[src/rtl/hazard_forward_scoreboard_pkg.sv]
// Shared stage encodings and scoreboard entry layout for the hazard/forwarding unit.
package hazard_pkg;

    localparam logic [1:0] STG_ID  = 2'd0;
    localparam logic [1:0] STG_EX  = 2'd1;
    localparam logic [1:0] STG_MEM = 2'd2;
    localparam logic [1:0] STG_WB  = 2'd3;

    localparam logic [1:0] RDY_ALU  = 2'd1;
    localparam logic [1:0] RDY_LOAD = 2'd2;

    localparam int RW_DEF = 5;
    localparam int SW_DEF = 2;

    // One in-flight producer at the default widths; the top stores the same fields as flat vectors.
    typedef struct packed {
        logic              v;
        logic [RW_DEF-1:0] rd;
        logic              we;
        logic [SW_DEF-1:0] rdy;
    } sb_entry_t;

endpackage

[src/rtl/hazard_forward_scoreboard_if.sv]
// ID-stage hazard request bundle and forwarding/stall response.
interface hazard_forward_scoreboard_if #(
    parameter int RW      = 5,
    parameter int NUM_SRC = 2,
    parameter int SW      = 2,
    parameter int CW      = 16
);
    logic                   id_valid;
    logic [RW-1:0]          id_rd;
    logic                   id_reg_write;
    logic [SW-1:0]          id_ready_stage;
    logic [NUM_SRC*RW-1:0]  id_src;
    logic [NUM_SRC-1:0]     id_src_used;
    logic [NUM_SRC*SW-1:0]  id_src_need;
    logic                   flush;
    logic                   stall;
    logic [NUM_SRC*SW-1:0]  fwd_sel;
    logic [NUM_SRC*SW-1:0]  fwd_sel_ex;
    logic [CW-1:0]          stall_cnt;

    modport master (
        output id_valid, id_rd, id_reg_write, id_ready_stage,
               id_src, id_src_used, id_src_need, flush,
        input  stall, fwd_sel, fwd_sel_ex, stall_cnt
    );

    modport slave (
        input  id_valid, id_rd, id_reg_write, id_ready_stage,
               id_src, id_src_used, id_src_need, flush,
        output stall, fwd_sel, fwd_sel_ex, stall_cnt
    );
endinterface

[src/rtl/hazard_forward_scoreboard_forward_match.sv]
// Compares one ID source against every scoreboard entry; the youngest matching
// producer decides between a stall and the stage to forward from.
module forward_match
    import hazard_pkg::*;
#(
    parameter int RW     = 5,
    parameter int SW     = 2,
    parameter int STAGES = 3
) (
    input  logic [RW-1:0]        i_src,
    input  logic                 i_used,
    input  logic [SW-1:0]        i_need,
    input  logic [STAGES-1:0]    i_sb_v,
    input  logic [STAGES-1:0]    i_sb_we,
    input  logic [STAGES*RW-1:0] i_sb_rd,
    input  logic [STAGES*SW-1:0] i_sb_rdy,
    output logic                 o_stall,
    output logic [SW-1:0]        o_fwd_sel
);
    // One extra bit so stage + need cannot wrap.
    localparam int DW = SW + 1;

    logic          w_hit;
    logic [DW-1:0] w_stage;
    logic [DW-1:0] w_rdy;
    logic [DW-1:0] w_dist;

    // Scan oldest to youngest so the youngest match is the last one written.
    always_comb begin
        w_hit   = 1'b0;
        w_stage = '0;
        w_rdy   = '0;
        for (int s = STAGES; s >= 1; s--) begin
            if (i_used && (i_src != '0) && i_sb_v[s-1] && i_sb_we[s-1] &&
                (i_sb_rd[(s-1)*RW +: RW] == i_src)) begin
                w_hit   = 1'b1;
                w_stage = DW'(s);
                w_rdy   = {1'b0, i_sb_rdy[(s-1)*SW +: SW]};
            end else begin
                w_hit   = w_hit;
                w_stage = w_stage;
                w_rdy   = w_rdy;
            end
        end
    end

    assign w_dist  = w_stage + {1'b0, i_need};
    assign o_stall = w_hit && (w_dist <= w_rdy);
    // Beyond the last tracked stage the value has reached the regfile (write-through).
    assign o_fwd_sel = (w_hit && !o_stall && (w_dist <= DW'(STAGES))) ? w_dist[SW-1:0] : SW'(STG_ID);

endmodule

[src/rtl/hazard_forward_scoreboard.sv]
// Forwarding and stall unit: shift-register scoreboard of in-flight producers
// (entry 1 = EX .. entry STAGES = WB), per-source match, stall counter. Needs STAGES >= 2.
module hazard_forward_scoreboard
    import hazard_pkg::*;
#(
    parameter int RW      = 5,
    parameter int NUM_SRC = 2,
    parameter int STAGES  = 3,
    parameter int SW      = 2,
    parameter int CW      = 16
) (
    input  logic                        i_clk,
    input  logic                        i_reset,
    hazard_forward_scoreboard_if.slave  bus
);
    logic [STAGES-1:0]     r_sb_v;
    logic [STAGES-1:0]     r_sb_we;
    logic [STAGES*RW-1:0]  r_sb_rd;
    logic [STAGES*SW-1:0]  r_sb_rdy;
    logic [NUM_SRC*SW-1:0] r_fwd_sel_ex;
    logic [CW-1:0]         r_stall_cnt;

    logic [NUM_SRC-1:0]    w_src_stall;
    logic [NUM_SRC*SW-1:0] w_fwd_sel;
    logic                  w_stall;
    logic                  w_push;

    for (genvar gi = 0; gi < NUM_SRC; gi++) begin : g_match
        forward_match #(
            .RW     (RW),
            .SW     (SW),
            .STAGES (STAGES)
        ) u_match (
            .i_src     (bus.id_src[gi*RW +: RW]),
            .i_used    (bus.id_src_used[gi]),
            .i_need    (bus.id_src_need[gi*SW +: SW]),
            .i_sb_v    (r_sb_v),
            .i_sb_we   (r_sb_we),
            .i_sb_rd   (r_sb_rd),
            .i_sb_rdy  (r_sb_rdy),
            .o_stall   (w_src_stall[gi]),
            .o_fwd_sel (w_fwd_sel[gi*SW +: SW])
        );
    end

    // A flushed instruction never stalls; it simply becomes a bubble.
    assign w_stall = (|w_src_stall) & bus.id_valid & ~bus.flush;
    assign w_push  = bus.id_valid & ~w_stall & ~bus.flush;

    assign bus.stall      = w_stall;
    assign bus.fwd_sel    = w_fwd_sel;
    assign bus.fwd_sel_ex = r_fwd_sel_ex;
    assign bus.stall_cnt  = r_stall_cnt;

    // Scoreboard advance: downstream never stalls, so every entry moves each cycle.
    always_ff @(posedge i_clk) begin
        if (i_reset) begin
            r_sb_v   <= '0;
            r_sb_we  <= '0;
            r_sb_rd  <= '0;
            r_sb_rdy <= '0;
        end else begin
            r_sb_v   <= {r_sb_v[STAGES-2:0], w_push};
            r_sb_we  <= {r_sb_we[STAGES-2:0], bus.id_reg_write};
            r_sb_rd  <= {r_sb_rd[(STAGES-1)*RW-1:0], bus.id_rd};
            r_sb_rdy <= {r_sb_rdy[(STAGES-1)*SW-1:0], bus.id_ready_stage};
        end
    end

    // Forward selects travel with the instruction into EX.
    always_ff @(posedge i_clk) begin
        if (i_reset) begin
            r_fwd_sel_ex <= '0;
        end else if (w_stall || bus.flush || !bus.id_valid) begin
            r_fwd_sel_ex <= '0;
        end else begin
            r_fwd_sel_ex <= w_fwd_sel;
        end
    end

    // Saturating stall-cycle counter.
    always_ff @(posedge i_clk) begin
        if (i_reset) begin
            r_stall_cnt <= '0;
        end else if (w_stall && (r_stall_cnt != '1)) begin
            r_stall_cnt <= r_stall_cnt + CW'(1);
        end else begin
            r_stall_cnt <= r_stall_cnt;
        end
    end

endmodule

[src/flat_wrapper.sv]
// flat-port wrapper written by rule: the top's interface ports become plain ports
module hazard_forward_scoreboard_flat import hazard_pkg::*;
#(
    parameter int RW      = 5,
    parameter int NUM_SRC = 2,
    parameter int STAGES  = 3,
    parameter int SW      = 2,
    parameter int CW      = 16
)
  (i_clk, i_reset, bus_id_valid, bus_id_rd, bus_id_reg_write, bus_id_ready_stage, bus_id_src, bus_id_src_used, bus_id_src_need, bus_flush, bus_stall, bus_fwd_sel, bus_fwd_sel_ex, bus_stall_cnt);
  hazard_forward_scoreboard_if #(.RW(RW), .NUM_SRC(NUM_SRC), .SW(SW), .CW(CW)) bus_i ();
  input  logic i_clk;
  input  logic i_reset;
  input wire logic [$bits(bus_i.id_valid)-1:0] bus_id_valid;
  input wire logic [$bits(bus_i.id_rd)-1:0] bus_id_rd;
  input wire logic [$bits(bus_i.id_reg_write)-1:0] bus_id_reg_write;
  input wire logic [$bits(bus_i.id_ready_stage)-1:0] bus_id_ready_stage;
  input wire logic [$bits(bus_i.id_src)-1:0] bus_id_src;
  input wire logic [$bits(bus_i.id_src_used)-1:0] bus_id_src_used;
  input wire logic [$bits(bus_i.id_src_need)-1:0] bus_id_src_need;
  input wire logic [$bits(bus_i.flush)-1:0] bus_flush;
  output wire logic [$bits(bus_i.stall)-1:0] bus_stall;
  output wire logic [$bits(bus_i.fwd_sel)-1:0] bus_fwd_sel;
  output wire logic [$bits(bus_i.fwd_sel_ex)-1:0] bus_fwd_sel_ex;
  output wire logic [$bits(bus_i.stall_cnt)-1:0] bus_stall_cnt;
  assign bus_i.id_valid = bus_id_valid;
  assign bus_i.id_rd = bus_id_rd;
  assign bus_i.id_reg_write = bus_id_reg_write;
  assign bus_i.id_ready_stage = bus_id_ready_stage;
  assign bus_i.id_src = bus_id_src;
  assign bus_i.id_src_used = bus_id_src_used;
  assign bus_i.id_src_need = bus_id_src_need;
  assign bus_i.flush = bus_flush;
  assign bus_stall = bus_i.stall;
  assign bus_fwd_sel = bus_i.fwd_sel;
  assign bus_fwd_sel_ex = bus_i.fwd_sel_ex;
  assign bus_stall_cnt = bus_i.stall_cnt;
  hazard_forward_scoreboard #(.RW(RW), .NUM_SRC(NUM_SRC), .STAGES(STAGES), .SW(SW), .CW(CW)) u_core (.i_clk(i_clk), .i_reset(i_reset), .bus(bus_i));
endmodule
[config.mk]
export PLATFORM = sky130hd
export DESIGN_NAME = hazard_forward_scoreboard_flat
export DESIGN_NICKNAME = d
export VERILOG_FILES = /design/src/rtl/hazard_forward_scoreboard_pkg.sv /design/src/rtl/hazard_forward_scoreboard_if.sv /design/src/rtl/hazard_forward_scoreboard_forward_match.sv /design/src/rtl/hazard_forward_scoreboard.sv /design/src/flat_wrapper.sv
export SDC_FILE = /design/constraint.sdc
export NUM_CORES = 1
export LEC_CHECK = 0
export BUFFER_PORTS_ARGS = -buffer_cell sky130_fd_sc_hd__buf_2
export CELL_PAD_IN_SITES_DETAIL_PLACEMENT = 1
export CELL_PAD_IN_SITES_GLOBAL_PLACEMENT = 1
export CORE_ASPECT_RATIO = 0.7
export CORE_MARGIN = 1
export CORE_UTILIZATION = 37
export DETAILED_ROUTE_END_ITERATION = 10
export PLACE_DENSITY = 0.77
export SYNTH_ARGS = -nofsm -noshare
export SYNTH_HDL_FRONTEND = slang
export SYNTH_HIERARCHICAL = 1
export SYNTH_SLANG_ARGS = --single-unit
[constraint.sdc]
create_clock -name i_clk -period 5.35 [get_ports i_clk]
set_clock_uncertainty 0.05 [all_clocks]
set_input_delay 1.07 -clock i_clk [delete_from_list [all_inputs] [get_ports i_clk]]
set_output_delay 1.07 -clock i_clk [all_outputs]
set_load 0.02 [all_outputs]
==> metrics.md <==
| Metric | Value |
|---|---|
| Sw Ratio | `28.03%` |
| Synth Flop Type | `dfxtp_1` |
| EDFF count, synth | `0` |
| Yosys warns | `6` |
| Crit path kind | `in2out` |
| Clock Latency Late Sink | `330 ps` |
| Psw | `0.1931 mW` |
| Most frequent cells in the layout | `dfxtp_1, buf_2, nor2b_1` |
| Drt total wl | `7.893 mm` |
| Failing checks | `negative setup slack` |
| Worst Tran Pin Value | `988.3 ps` |
| Mapped cell area | `0.002683 mm2` |
| Pins Over Slew Limit | `0` |
| CTS Root Cell | `clkbuf_8` |
| Leakage power | `1.451 nW` |
| Crit path time final | `5448 ps` |
| CTS tree | `yes` |
| Top-level port count | `53` |
| R2r startpoint | `u_core/r_sb_rd[14]` |
| Placement Cell Area | `0.003192 mm2` |
| Die X | `103.8 um` |
| Core footprint | `0.006882 mm2` |
| Cell Int Power | `0.4959 mW` |
| Pin count of the biggest net entering global routing | `56` |
| Initial drt markers | `93` |
| Fmax | `183.5 MHz` |
| Asr flop ratio synth | `0%` |
| Design area | `0.003468 mm2` |
| Global-route wire length before repair | `11.97 mm` |
| Gate power share | `12.1%` |
| # port buffers | `52` |
| Final Hold Fails | `0` |
| Vias per inst | `5.174` |
| Nets | `412` |
| FP Rows | `25` |
| CTS max path bufs | `2` |
| Die Y | `73.24 um` |
| Sequential share of power | `53.2%` |
| Via count | `2432` |
| Worst path required time | `4230 ps` |
| Worst Hold Class | `reg2reg` |
| Syn avg cell area | `8.942 um2` |
| WL per Instance | `16.79 um` |
| HPWL after DPL | `5.925 mm` |
| CP arrival | `4330 ps` |
| Yosys reg bits | `47` |
| Period utilization | `101.8%` |
| VDD IR max | `96.66 uV` |
| PwrDens | `198.7 mW/mm2` |
| Fin worst setup slack | `-98.47 ps` |
| Syn Inst Count | `300` |
| Critical Path End Type | `output pin` |
| H-Tree Depth | `2` |
| Initial Utilization | `38.98%` |
| Worst Path Max Fanout | `4` |
| Dpl cells | `459` |
| Final setup fails | `1` |
| RSZ-0062 raised after global routing | `yes` |
| Run status | `complete, but fails checks` |
| Diode count | `0` |
| Worst setup SP type | `input port` |
| Relative slew slack | `34.11%` |
| First-pass iteration count of the detailed router | `4` |
| Growth of design area from synthesis to finish | `29.29%` |
| CTS Sinks | `47` |
| Most common cell after layout, fill and taps aside | `dfxtp_1` |
| GP Congestion | `0.8611` |
| Filler cell count | `822` |
| Max_cap viols | `0` |
| Initial antenna violation count | `0` |
| Post-route ant nets | `0` |
| Place WS | `-374.9 ps` |
| Net Count, Synth | `337` |
| Hold Crit Start | `u_core/r_sb_we[0]` |
| CTS clk-pin slew, worst paths | `100 ps` |
| Number of global-route vias before repair | `2312` |
| Die area | `0.007600 mm2` |
| CTS Buf Count | `5` |
| Layout cell share with drive strength beyond 1 | `35.37%` |
| Sequential fraction of the synthesis area | `35.07%` |
| Cell variety after synth | `49` |
| Total track usage | `20.70%` |
| DRC viols | `0` |
| Crit path from | `bus_id_src[9]` |
| Clock share of power | `34.6%` |
| Finished Layout Cells | `470` |
| Remaining Overflow, GRT | `0` |
| Finished Core Util | `50.40%` |
==> through the flow <==
stage | hold slack (ps) | total power, mW | setup TNS [ps]
final | 457.3 | 0.6890 | -98.47
after global routing | 464.6 | 0.7189 | -643.9
after CTS | 456.0 | 0.6871 | -192.8
after detailed placement | 441.8 | 0.4471 | -1941
after global placement | 429.7 | 0.4427 | -259.9
after floorplan | 393.8 | 0.4102 | 0
==> per-layer routing <==
layer	share of wire, %	up-vias	wire length (um)	global-route usage (%)
met3	3.9	8	306	5.357
met5	0	-	0	0
li1	-	1200	-	-
met1	51	1183	4030	29.53
met2	44	41	3475	30.87
met4	1.0	0	82	5.556
==> path summary, 6_finish.rpt <==
check                           slack (ps)  cells past startpoint                       end
worst min register to register         460                      1         u_core/r_sb_we[1]
worst max-delay path                  -100                     17                 bus_stall
worst max register to register         670                     19  u_core/bus.stall_cnt[10]
worst min-delay path                   460                      1         u_core/r_sb_we[1]
==> sequential cells by signal, summed over array words and instances, names as in the netlist <==
register,cells
u_core/bus.stall_cnt,16
u_core/r_sb_rd,15
u_core/r_sb_we,3
u_core/bus.fwd_sel_ex,4
u_core/r_sb_rdy,6
u_core/r_sb_v,3
==> cell usage after synthesis (3+ instances only) <==
master / number / area (um2)
xnor2_1: 16 / 140.1
nand2_1: 20 / 75.07
xor2_1: 8 / 70.07
and2_1: 5 / 31.28
nand4_1: 7 / 43.79
nor2b_1: 43 / 269.0
dfxtp_1: 47 / 940.9
and3_1: 5 / 31.28
a2111oi_2: 3 / 45.04
a211oi_1: 5 / 37.54
nor4_1: 4 / 25.02
mux2_1: 6 / 67.56
a21oi_1: 3 / 15.01
nor3_1: 8 / 40.04
mux2_2: 5 / 56.30
clkbuf_1: 8 / 30.03
inv_1: 13 / 48.80
nor2_1: 19 / 71.32
or3b_1: 4 / 35.03
o21ai_0: 6 / 30.03
nand2b_1: 4 / 25.02
nand3_1: 9 / 45.04
ha_1: 7 / 87.58
or4_1: 4 / 30.03
a31oi_1: 4 / 25.02
==> cells by family after synthesis <==
logic type               count (synthesis)  share of synthesized area, %
AND/OR/NAND/NOR                        152                         34.24
flip-flops                              47                         35.07
AO/OA/AOI/OAI                           32                         9.375
XOR/XNOR                                24                         7.836
buffers and inverters                   24                         3.731
multiplexers                            12                         4.990
adder cells (fa/ha/maj)                  9                         4.757
==> worst max-delay path: stages <==
cell and delay [ps]:
buf_6 100, nor2b_4 110, a2111o_1 370, or4_4 550, o21ai_2 160, ha_2 190
inv_2 40, fa_1 570, inv_2 60, ha_4 260, nor2b_4 130, o21ai_2 70
nand2_1 60, nor2_1 40, or2_1 270, and2_4 170, buf_6 120
==> layout make-up <==
type	count	area (um2)	share of cell area, %
multi-input combinational	229	1772	51.08
sequential	47	940.9	27.13
timing repair buffer	79	495.5	14.29
tap	94	117.6	3.391
clock buffer	5	68.82	1.984
inverter	13	48.80	1.407
clock inverter	3	25.02	0.7215
==> power groups by stage <==
stage	sequential (mW)	combinational [mW]	clock, mW
6_report	0.367	0.0837	0.238
5_1_grt	0.368	0.0909	0.260
4_1_cts	0.366	0.0752	0.246
3_5_place_dp	0.374	0.0727	0
3_3_place_gp	0.373	0.0693	0
2_1_floorplan	0.371	0.0395	0
==> timing repair <==
| item | CTS | global route |
|---|---|---|
| pin swaps | 5 | 21 |
| hold buffers | 0 | 0 |
| endpoints found under the setup margin | 5 | 5 |
| buffers inserted | 2 | 1 |
| gates resized for setup | 15 | 27 |
| endpoints found under the hold margin | 0 | 0 |
Note: power is estimated with default switching activity, not from simulation.
